**src/rtl/apb_cmd_master.sv**
```systemverilog
// APB master: turns a valid/ready command stream into APB SETUP/ACCESS
// transfers with slave decode, wait states, PSLVERR capture and a bounded
// ACCESS timeout, and returns a valid/ready response.
module apb_cmd_master #(
  parameter int unsigned ADDR_W  = 12,
  parameter int unsigned DATA_W  = 16,
  parameter int unsigned NUM_SLV = 1,
  parameter int unsigned SLV_LSB = 10,
  parameter int unsigned TIMEOUT = 16
) (
  input  logic               PCLK,
  input  logic               PRESET,
  // command stream
  input  logic               cmd_valid,
  output logic               cmd_ready,
  input  logic               cmd_write,
  input  logic [ADDR_W-1:0]  cmd_addr,
  input  logic [DATA_W-1:0]  cmd_wdata,
  // response stream
  output logic               rsp_valid,
  input  logic               rsp_ready,
  output logic [DATA_W-1:0]  rsp_rdata,
  output logic               rsp_err,
  output logic               rsp_timeout,
  // APB
  output logic [ADDR_W-1:0]  PADDR,
  output logic               PWRITE,
  output logic [NUM_SLV-1:0] PSEL,
  output logic               PENABLE,
  output logic [DATA_W-1:0]  PWDATA,
  input  logic [DATA_W-1:0]  PRDATA,
  input  logic               PREADY,
  input  logic               PSLVERR
);

  localparam int unsigned SEL_W = (NUM_SLV > 1) ? $clog2(NUM_SLV) : 1;
  localparam int unsigned CNT_W = $clog2(TIMEOUT);
  localparam logic [CNT_W-1:0] CNT_LAST = CNT_W'(TIMEOUT - 1);

  typedef enum logic [1:0] {
    ST_IDLE,
    ST_SETUP,
    ST_ACCESS,
    ST_RESP
  } state_t;

  state_t state_q, state_d;

  logic [CNT_W-1:0]   cnt_q, cnt_d;
  logic               cmd_ready_d;
  logic               rsp_valid_d;
  logic [DATA_W-1:0]  rsp_rdata_d;
  logic               rsp_err_d;
  logic               rsp_timeout_d;
  logic [ADDR_W-1:0]  paddr_d;
  logic               pwrite_d;
  logic [NUM_SLV-1:0] psel_d;
  logic               penable_d;
  logic [DATA_W-1:0]  pwdata_d;

  // Slave decode and word-aligned address of the offered command
  logic [SEL_W-1:0]   sel_c;
  logic               dec_err_c;
  logic [NUM_SLV-1:0] psel_dec_c;
  logic [ADDR_W-1:0]  paddr_c;

  assign sel_c      = cmd_addr[SLV_LSB +: SEL_W];
  assign dec_err_c  = (32'(sel_c) >= NUM_SLV);
  assign psel_dec_c = NUM_SLV'(1) << sel_c;
  assign paddr_c    = cmd_addr & ~ADDR_W'(3);

  // Next state and next values of every registered output
  always_comb begin
    state_d       = state_q;
    cnt_d         = cnt_q;
    cmd_ready_d   = cmd_ready;
    rsp_valid_d   = rsp_valid;
    rsp_rdata_d   = rsp_rdata;
    rsp_err_d     = rsp_err;
    rsp_timeout_d = rsp_timeout;
    paddr_d       = PADDR;
    pwrite_d      = PWRITE;
    psel_d        = PSEL;
    penable_d     = PENABLE;
    pwdata_d      = PWDATA;

    case (state_q)
      ST_IDLE: begin
        cmd_ready_d = 1'b1;
        psel_d      = '0;
        penable_d   = 1'b0;
        paddr_d     = '0;
        pwrite_d    = 1'b0;
        pwdata_d    = '0;
        if (cmd_valid && cmd_ready) begin
          cmd_ready_d = 1'b0;
          if (dec_err_c) begin
            // Unmapped slave: answer with an error, no bus activity
            state_d       = ST_RESP;
            rsp_valid_d   = 1'b1;
            rsp_err_d     = 1'b1;
            rsp_timeout_d = 1'b0;
            rsp_rdata_d   = '0;
          end else begin
            state_d  = ST_SETUP;
            cnt_d    = '0;
            psel_d   = psel_dec_c;
            paddr_d  = paddr_c;
            pwrite_d = cmd_write;
            pwdata_d = cmd_write ? cmd_wdata : '0;
          end
        end
      end

      ST_SETUP: begin
        state_d   = ST_ACCESS;
        penable_d = 1'b1;
      end

      ST_ACCESS: begin
        if (PREADY) begin
          // PSLVERR only counts in the completing cycle
          state_d       = ST_RESP;
          rsp_valid_d   = 1'b1;
          rsp_err_d     = PSLVERR;
          rsp_timeout_d = 1'b0;
          rsp_rdata_d   = (!PWRITE && !PSLVERR) ? PRDATA : '0;
          psel_d        = '0;
          penable_d     = 1'b0;
          paddr_d       = '0;
          pwrite_d      = 1'b0;
          pwdata_d      = '0;
        end else if (cnt_q == CNT_LAST) begin
          // Last allowed ACCESS cycle without PREADY: abort the transfer
          state_d       = ST_RESP;
          rsp_valid_d   = 1'b1;
          rsp_err_d     = 1'b1;
          rsp_timeout_d = 1'b1;
          rsp_rdata_d   = '0;
          psel_d        = '0;
          penable_d     = 1'b0;
          paddr_d       = '0;
          pwrite_d      = 1'b0;
          pwdata_d      = '0;
        end else begin
          cnt_d = cnt_q + CNT_W'(1);
        end
      end

      ST_RESP: begin
        if (rsp_ready) begin
          state_d       = ST_IDLE;
          cmd_ready_d   = 1'b1;
          rsp_valid_d   = 1'b0;
          rsp_rdata_d   = '0;
          rsp_err_d     = 1'b0;
          rsp_timeout_d = 1'b0;
        end
      end

      default: begin
        state_d = ST_IDLE;
      end
    endcase
  end

  // State, wait counter and output registers with synchronous reset
  always_ff @(posedge PCLK) begin
    if (PRESET) begin
      state_q     <= ST_IDLE;
      cnt_q       <= '0;
      cmd_ready   <= 1'b0;
      rsp_valid   <= 1'b0;
      rsp_rdata   <= '0;
      rsp_err     <= 1'b0;
      rsp_timeout <= 1'b0;
      PADDR       <= '0;
      PWRITE      <= 1'b0;
      PSEL        <= '0;
      PENABLE     <= 1'b0;
      PWDATA      <= '0;
    end else begin
      state_q     <= state_d;
      cnt_q       <= cnt_d;
      cmd_ready   <= cmd_ready_d;
      rsp_valid   <= rsp_valid_d;
      rsp_rdata   <= rsp_rdata_d;
      rsp_err     <= rsp_err_d;
      rsp_timeout <= rsp_timeout_d;
      PADDR       <= paddr_d;
      PWRITE      <= pwrite_d;
      PSEL        <= psel_d;
      PENABLE     <= penable_d;
      PWDATA      <= pwdata_d;
    end
  end

endmodule

```
**config.mk**
```make
export PLATFORM = sky130hd
export DESIGN_NAME = apb_cmd_master
export DESIGN_NICKNAME = d
export VERILOG_FILES = /design/src/rtl/apb_cmd_master.sv
export SDC_FILE = /design/constraint.sdc
export NUM_CORES = 1
export LEC_CHECK = 0
export CELL_PAD_IN_SITES_DETAIL_PLACEMENT = 0
export CELL_PAD_IN_SITES_GLOBAL_PLACEMENT = 1
export CORE_ASPECT_RATIO = 1.2
export CORE_MARGIN = 2
export CORE_UTILIZATION = 30
export CTS_CLUSTER_SIZE = 10
export DETAILED_ROUTE_END_ITERATION = 10
export HOLD_SLACK_MARGIN = 0.03
export PLACE_DENSITY_LB_ADDON = 0.05
export SYNTH_ARGS = -nofsm -noshare
export SYNTH_HDL_FRONTEND = slang
export SYNTH_SLANG_ARGS = --single-unit
```
**constraint.sdc**
```tcl
create_clock -name PCLK -period 2.49 [get_ports PCLK]
set_clock_uncertainty 0.05 [all_clocks]
set_input_delay 0.249 -clock PCLK [delete_from_list [all_inputs] [get_ports PCLK]]
set_output_delay 0.249 -clock PCLK [all_outputs]
set_load 0.005 [all_outputs]
```
==> results of run 1 <==
-- sequential cells by signal (all words and copies together) (netlist names) --
signal	flops
PWDATA	16
rsp_rdata	16
PADDR	9
cnt_q	4
state_q	2
PENABLE	1
PSEL	1
PWRITE	1
cmd_ready	1
rsp_err	1
rsp_timeout	1
rsp_valid	1
-- per-stage QoR --
| stage | std cells | total power [mW] | util, % | hold slack [ps] | area [µm²] |
|---|---|---|---|---|---|
| after floorplan | 250 | 1.717 | - | 342.0 | 2262 |
| after detailed placement | 421 | 2.024 | 44.82 | 391.9 | 3261 |
| final | 429 | 2.523 | 46.23 | 403.7 | 3363 |
| after CTS | 429 | 2.549 | 46.13 | 406.2 | 3356 |
| after global placement | 421 | 2.032 | 44.82 | 385.8 | 3261 |
| after global routing | 429 | 2.704 | 46.23 | 425.1 | 3363 |
-- cell type report --
| cell class | count | area, µm² | share of cell area [%] |
|---|---|---|---|
| Clock inverter | 2 | 12.51 | 0.3720 |
| Multi-Input combinational cell | 170 | 1046 | 31.10 |
| Tap cell | 90 | 112.6 | 3.348 |
| Sequential cell | 54 | 1081 | 32.14 |
| Clock buffer | 6 | 82.58 | 2.455 |
| Inverter | 4 | 15.01 | 0.4464 |
| Timing Repair Buffer | 103 | 1013 | 30.13 |
-- layout by cell type, fill, tap and decap left out, types with 5 or more instances in the layout --
cell,n
clkbuf_8,6
dfxtp_1,54
o21ai_1,10
nand4_1,17
ha_1,5
buf_4,7
nand2_1,23
o21ai_0,10
a22oi_1,25
a21oi_1,9
clkdlybuf4s50_1,96
nor2_1,32
-- worst paths after layout --
| path | cells past startpoint | slack [ps] | endpoint | from |
|---|---|---|---|---|
| setup / recovery | 7 | 410 | rsp_timeout | state_q[1] |
| hold / removal | 2 | 400 | rsp_rdata[9] | rsp_rdata[9] |
| setup reg to reg | 7 | 410 | rsp_timeout | state_q[1] |
| hold reg to reg | 2 | 400 | rsp_rdata[9] | rsp_rdata[9] |
-- power by group through the flow --
| stage | clock network [mW] | registers (mW) | logic (mW) |
|---|---|---|---|
| final | 0.515 | 0.980 | 1.03 |
| after global routing | 0.570 | 0.988 | 1.15 |
| after CTS | 0.539 | 0.980 | 1.03 |
| after detailed placement | 0 | 0.999 | 1.03 |
| after global placement | 0 | 1.00 | 1.03 |
| after floorplan | 0 | 0.996 | 0.721 |
-- timing repair --
action | CTS | global route
setup buffers | 0 | 0
endpoints found under the setup margin | 0 | 3
gates resized for setup | 0 | 1
-- metal layers --
layer  vias up  routed length (µm)  global-route usage [%]
li1       1063                   -                       -
met1       981                2697                   19.00
met2        71                2837                   23.76
met3         4                 455                   4.941
met4         0                  65                   4.161
met5         -                   0                       0
-- critical path, cell delays in order, from the launching register on --
cell       delay (ps)
dfxtp_1           400
inv_1              80
ha_1              310
a21boi_4          200
a2111oi_4         300
buf_4             300
a21oi_1           100
a211oi_1          230
-- cell families after synthesis --
logic type / after synthesis
other: 1
buffers and inverters: 26
DFF: 54
and+or+nand+nor: 92
AOI/OAI and AO/OA: 67
muxes: 3
adders and majority gates: 5
==> metrics, run 1 <==
top cells by area, synth dfxtp_1 48%, a22oi_1 8.3%, nor2_1 5.3%; Final ANT Viol Nets 0; CTS tree yes; Clock Power Share approximately a fifth; Crit. End Element flop; WL per Instance 14.11 µm; RSZ-0062 raised after global routing false; post-synthesis compound-gate area fraction a little over a fifth; Chip Width 83.14 µm; Synth area leader dfxtp_1; Startpoint Class flop; CTS buffer count 5; Initial Util between 30% and 40%; count leader, synth dfxtp_1; multiplexer share of the synthesized area under 10%; crit-path max FO 20; clk slew on worst S/H paths 100 ps; status finished, final reports clean; Die Y 98.97 µm; GP Congestion 0.7266; Post-Syn Area 2255 µm²; nets@finish 394; critical path data required time around 2700 ps; Slew headroom around half; fraction of power consumed by combinational cells between 40% and 50%; Vias per Instance roughly 4.9; PD cells 750.1 nW/µm²; Post-Synth XOR/XNOR Area 0%; Final Hold Vio Count 0; switch share 37.84%; Critical Path AT 2250 ps; # IOs 102; Ys Warns 0; largest net degree at the start of global routing 38; initial detailed-routing violation count 130; Synth Instances 248; Place WS about 190 ps; P_sw 0.9545 mW; Max VDD drop about 0.41 mV; post-synthesis adder-cell area fraction 2.775%; clock latency on the worst-skew pair 300 ps; first-pass GRT wire length ~10 mm; Root Buffer clkbuf_8; Hold-fix buffers, CTS 0; global-route usage over all layers 14.79%; Synth Register Bits 54; Top FF cell, synth dfxtp_1; maximum clock path buffer count 2; ANT cells 0; via count 2,119; final setup margin 411.4 ps; initial antenna violation count 0; H-tree Lvls 2; top post-synthesis cells by count 54 x dfxtp_1, 32 x nor2_1, 25 x a22oi_1, 23 x nand2_1, 17 x nand4_1; Rows 34; Sequential Power Share between 30% and 40%; P_leak 1.179 nW; syn avg cell area 9.091 µm²; highest clock rate just under 500 MHz; Area growth syn-to-layout 49.17%; Hold Path Class flop to flop; Seq/Total Area, Yosys 47.95%; Pre-Repair DR Iteration Count 4; FFs w/ async S/R, synth 0%; Clock Sinks 54; min cycle time layout 2079 ps; Int Power between 1.5 and 2 mW; Detail Placement HPWL 4.105 mm; DRC 0; setup_tns 0 ps; EDFF count, synth 0; vias in the first global route 2,047; post-synth cell types 39; GRT overflow 0; simple-gate share of the synthesized area just over 20%; max_cap viols 0; max-slew violations 0; main combinational cell family by area after synthesis compound AO/OA/AOI/OAI gates; full die area 8228 µm²; Core ar. 7274 µm²; Fill cells 687; endpoints failing setup 0; final worst-path cycle share 83.48%; PortBufs 96; layout cells sized above 1 6.785%; WS Path Type flop to flop; worst slew pin tran 747.0 ps; Yosys top cell area share 47.95%; drt total wl between 6 and 7 mm
No activity file was read; power rests on OpenSTA's default activity.
==> inputs of run 2 (changes only) <==
- CORE_UTILIZATION: 30 -> 27
- clock period: 2.49 -> 1.8 ns (I/O delays scaled with it)
==> run 2 against run 1 <==
Sequential power increased by 39%. Total power is 76% higher. Wire length up 6.2%.
==> metrics, run 2 (same netlist as run 1, synthesis figures left out) <==
Final ANT Viol Nets 0; CTS buffer count 5; global-route usage over all layers 14.00%; Clock Sinks 54; Hold Path Class input pin to flop; P_leak 1.343 nW; nets@finish 415; Detail Placement HPWL 4.388 mm; first-pass GRT wire length 10.33 mm; Crit. End Element flop; full die area 9101 µm²; Rows 36; PD cells 1195 nW/µm²; critical path data required time 1990 ps; Area growth syn-to-layout 65.09%; worst-path cell chain inv_2 -> ha_4 -> a21boi_4 -> a2111oi_4 -> buf_6 -> clkbuf_16 -> nand4_1 -> o21ai_1; final worst-path cycle share 94.82%; vias in the first global route 2,186; crit-path max FO 8; max incr delay on CP 360 ps; Hold-fix buffers, CTS 0; RSZ-0062 raised after global routing true; most common cell after layout, fill and taps aside clkdlybuf4s50_1; initial detailed-routing violation count 66; H-tree Lvls 2; commonest non-fill, non-tap cells in the layout 96 x clkdlybuf4s50_1, 52 x dfxtp_1, 32 x nor2_1; Slew headroom approximately 58%; WS Path Type flop to flop; # IOs 102; CTS tree yes; Largest regs PWDATA x16, rsp_rdata x16, PADDR x9; DRC 0; max-slew violations 0; endpoints failing setup 0; clock latency on the worst-skew pair 310 ps; GP Congestion 0.7486; GRT overflow 0; Startpoint Class flop; setup_tns 0 ps; final instance area 3722 µm²; Final Hold Vio Count 0; Critical Path AT 1900 ps; max_cap viols 0; Layout Utilization 45.91%; post-place instance area 3495 µm²; PortBufs 96; maximum clock path buffer count 2; via count roughly 2,200; worst slew pin tran 631.1 ps; Initial Util 27.81%; Chip Width 87.42 µm; ANT cells 0; layout cells sized above 1 14.21%; WL per Instance 14.16 µm; min cycle time layout 1707 ps; Core ar. 8108 µm²; highest clock rate 585.9 MHz; largest net degree at the start of global routing 38; Fill cells between 800 and 900; status finished, final reports clean; Vias per Instance 4.817; clk slew on worst S/H paths 90 ps; drt total wl 6.429 mm; slowest CP cell dfxtp_2; Root Buffer clkbuf_8; Pre-Repair DR Iteration Count 4; Max VDD drop 0.4563 mV; initial antenna violation count 0; Die Y 104.1 µm
## run 2: metal layers
| layer | track usage (%) | vias to the layer above | part of all wire (%) |
|---|---|---|---|
| li1 | - | 1097 | - |
| met1 | 17.07 | 1008 | 45 |
| met2 | 22.89 | 73 | 46 |
| met3 | 4.286 | 9 | 7.2 |
| met4 | 5.055 | 0 | 1.8 |
| met5 | 0 | - | 0 |
## run 2: worst paths after layout
kind / slack, ps / start / depth (start not counted) / endpoint
setup / recovery: 90 / state_q[0] / 8 / rsp_rdata[10]
hold / removal: 380 / PRDATA[14] / 3 / rsp_rdata[14]
setup reg to reg: 90 / state_q[0] / 8 / rsp_rdata[10]
hold reg to reg: 400 / rsp_rdata[14] / 2 / rsp_rdata[14]
## run 2: critical path, delay by kind of cell (launching register included)
family                   cells  cell delay [ps]
adder cells (fa/ha/maj)      1              170
AND/OR/NAND/NOR              1               70
AO/OA/AOI/OAI                3              580
flip-flops                   1              360
buffers and inverters        3              410
## run 2: through the flow
stage / instances / worst slack [ps] / power [mW] / hold slack (ps)
after floorplan: 250 / 3.531 / 2.385 / 273.0
after global placement: 443 / -137.4 / 3.389 / 385.4
after detailed placement: 443 / -169.6 / 3.379 / 391.2
after CTS: 452 / 21.89 / 4.328 / 365.2
after global routing: 454 / -34.48 / 4.751 / 391.9
final: 454 / 93.33 / 4.448 / 375.0
## run 2: layout make-up
type                            count  area, µm²  share of cell area [%]
Tap cell                           95      118.9                   3.193
Clock buffer                        6      82.58                   2.218
Sequential cell                    54       1084                   29.11
Multi-Input combinational cell    170       1080                   29.01
Clock inverter                      1      30.03                  0.8067
Timing Repair Buffer              124       1313                   35.26
Inverter                            4      15.01                  0.4034
## run 2: power by group
| group | internal [mW] | leakage (nW) | switching [mW] | total [mW] |
|---|---|---|---|---|
| clock | 0.446 | 0.0573 | 0.397 | 0.843 |
| combinational | 1.22 | 0.848 | 1.03 | 2.25 |
| sequential | 1.29 | 0.437 | 0.0713 | 1.36 |
## run 2: what timing repair did
action	CTS	global route
endpoints found under the setup margin	40	49
pin swaps	2	18
cloned	0	1
setup buffers	2	1
gates resized for setup	5	17
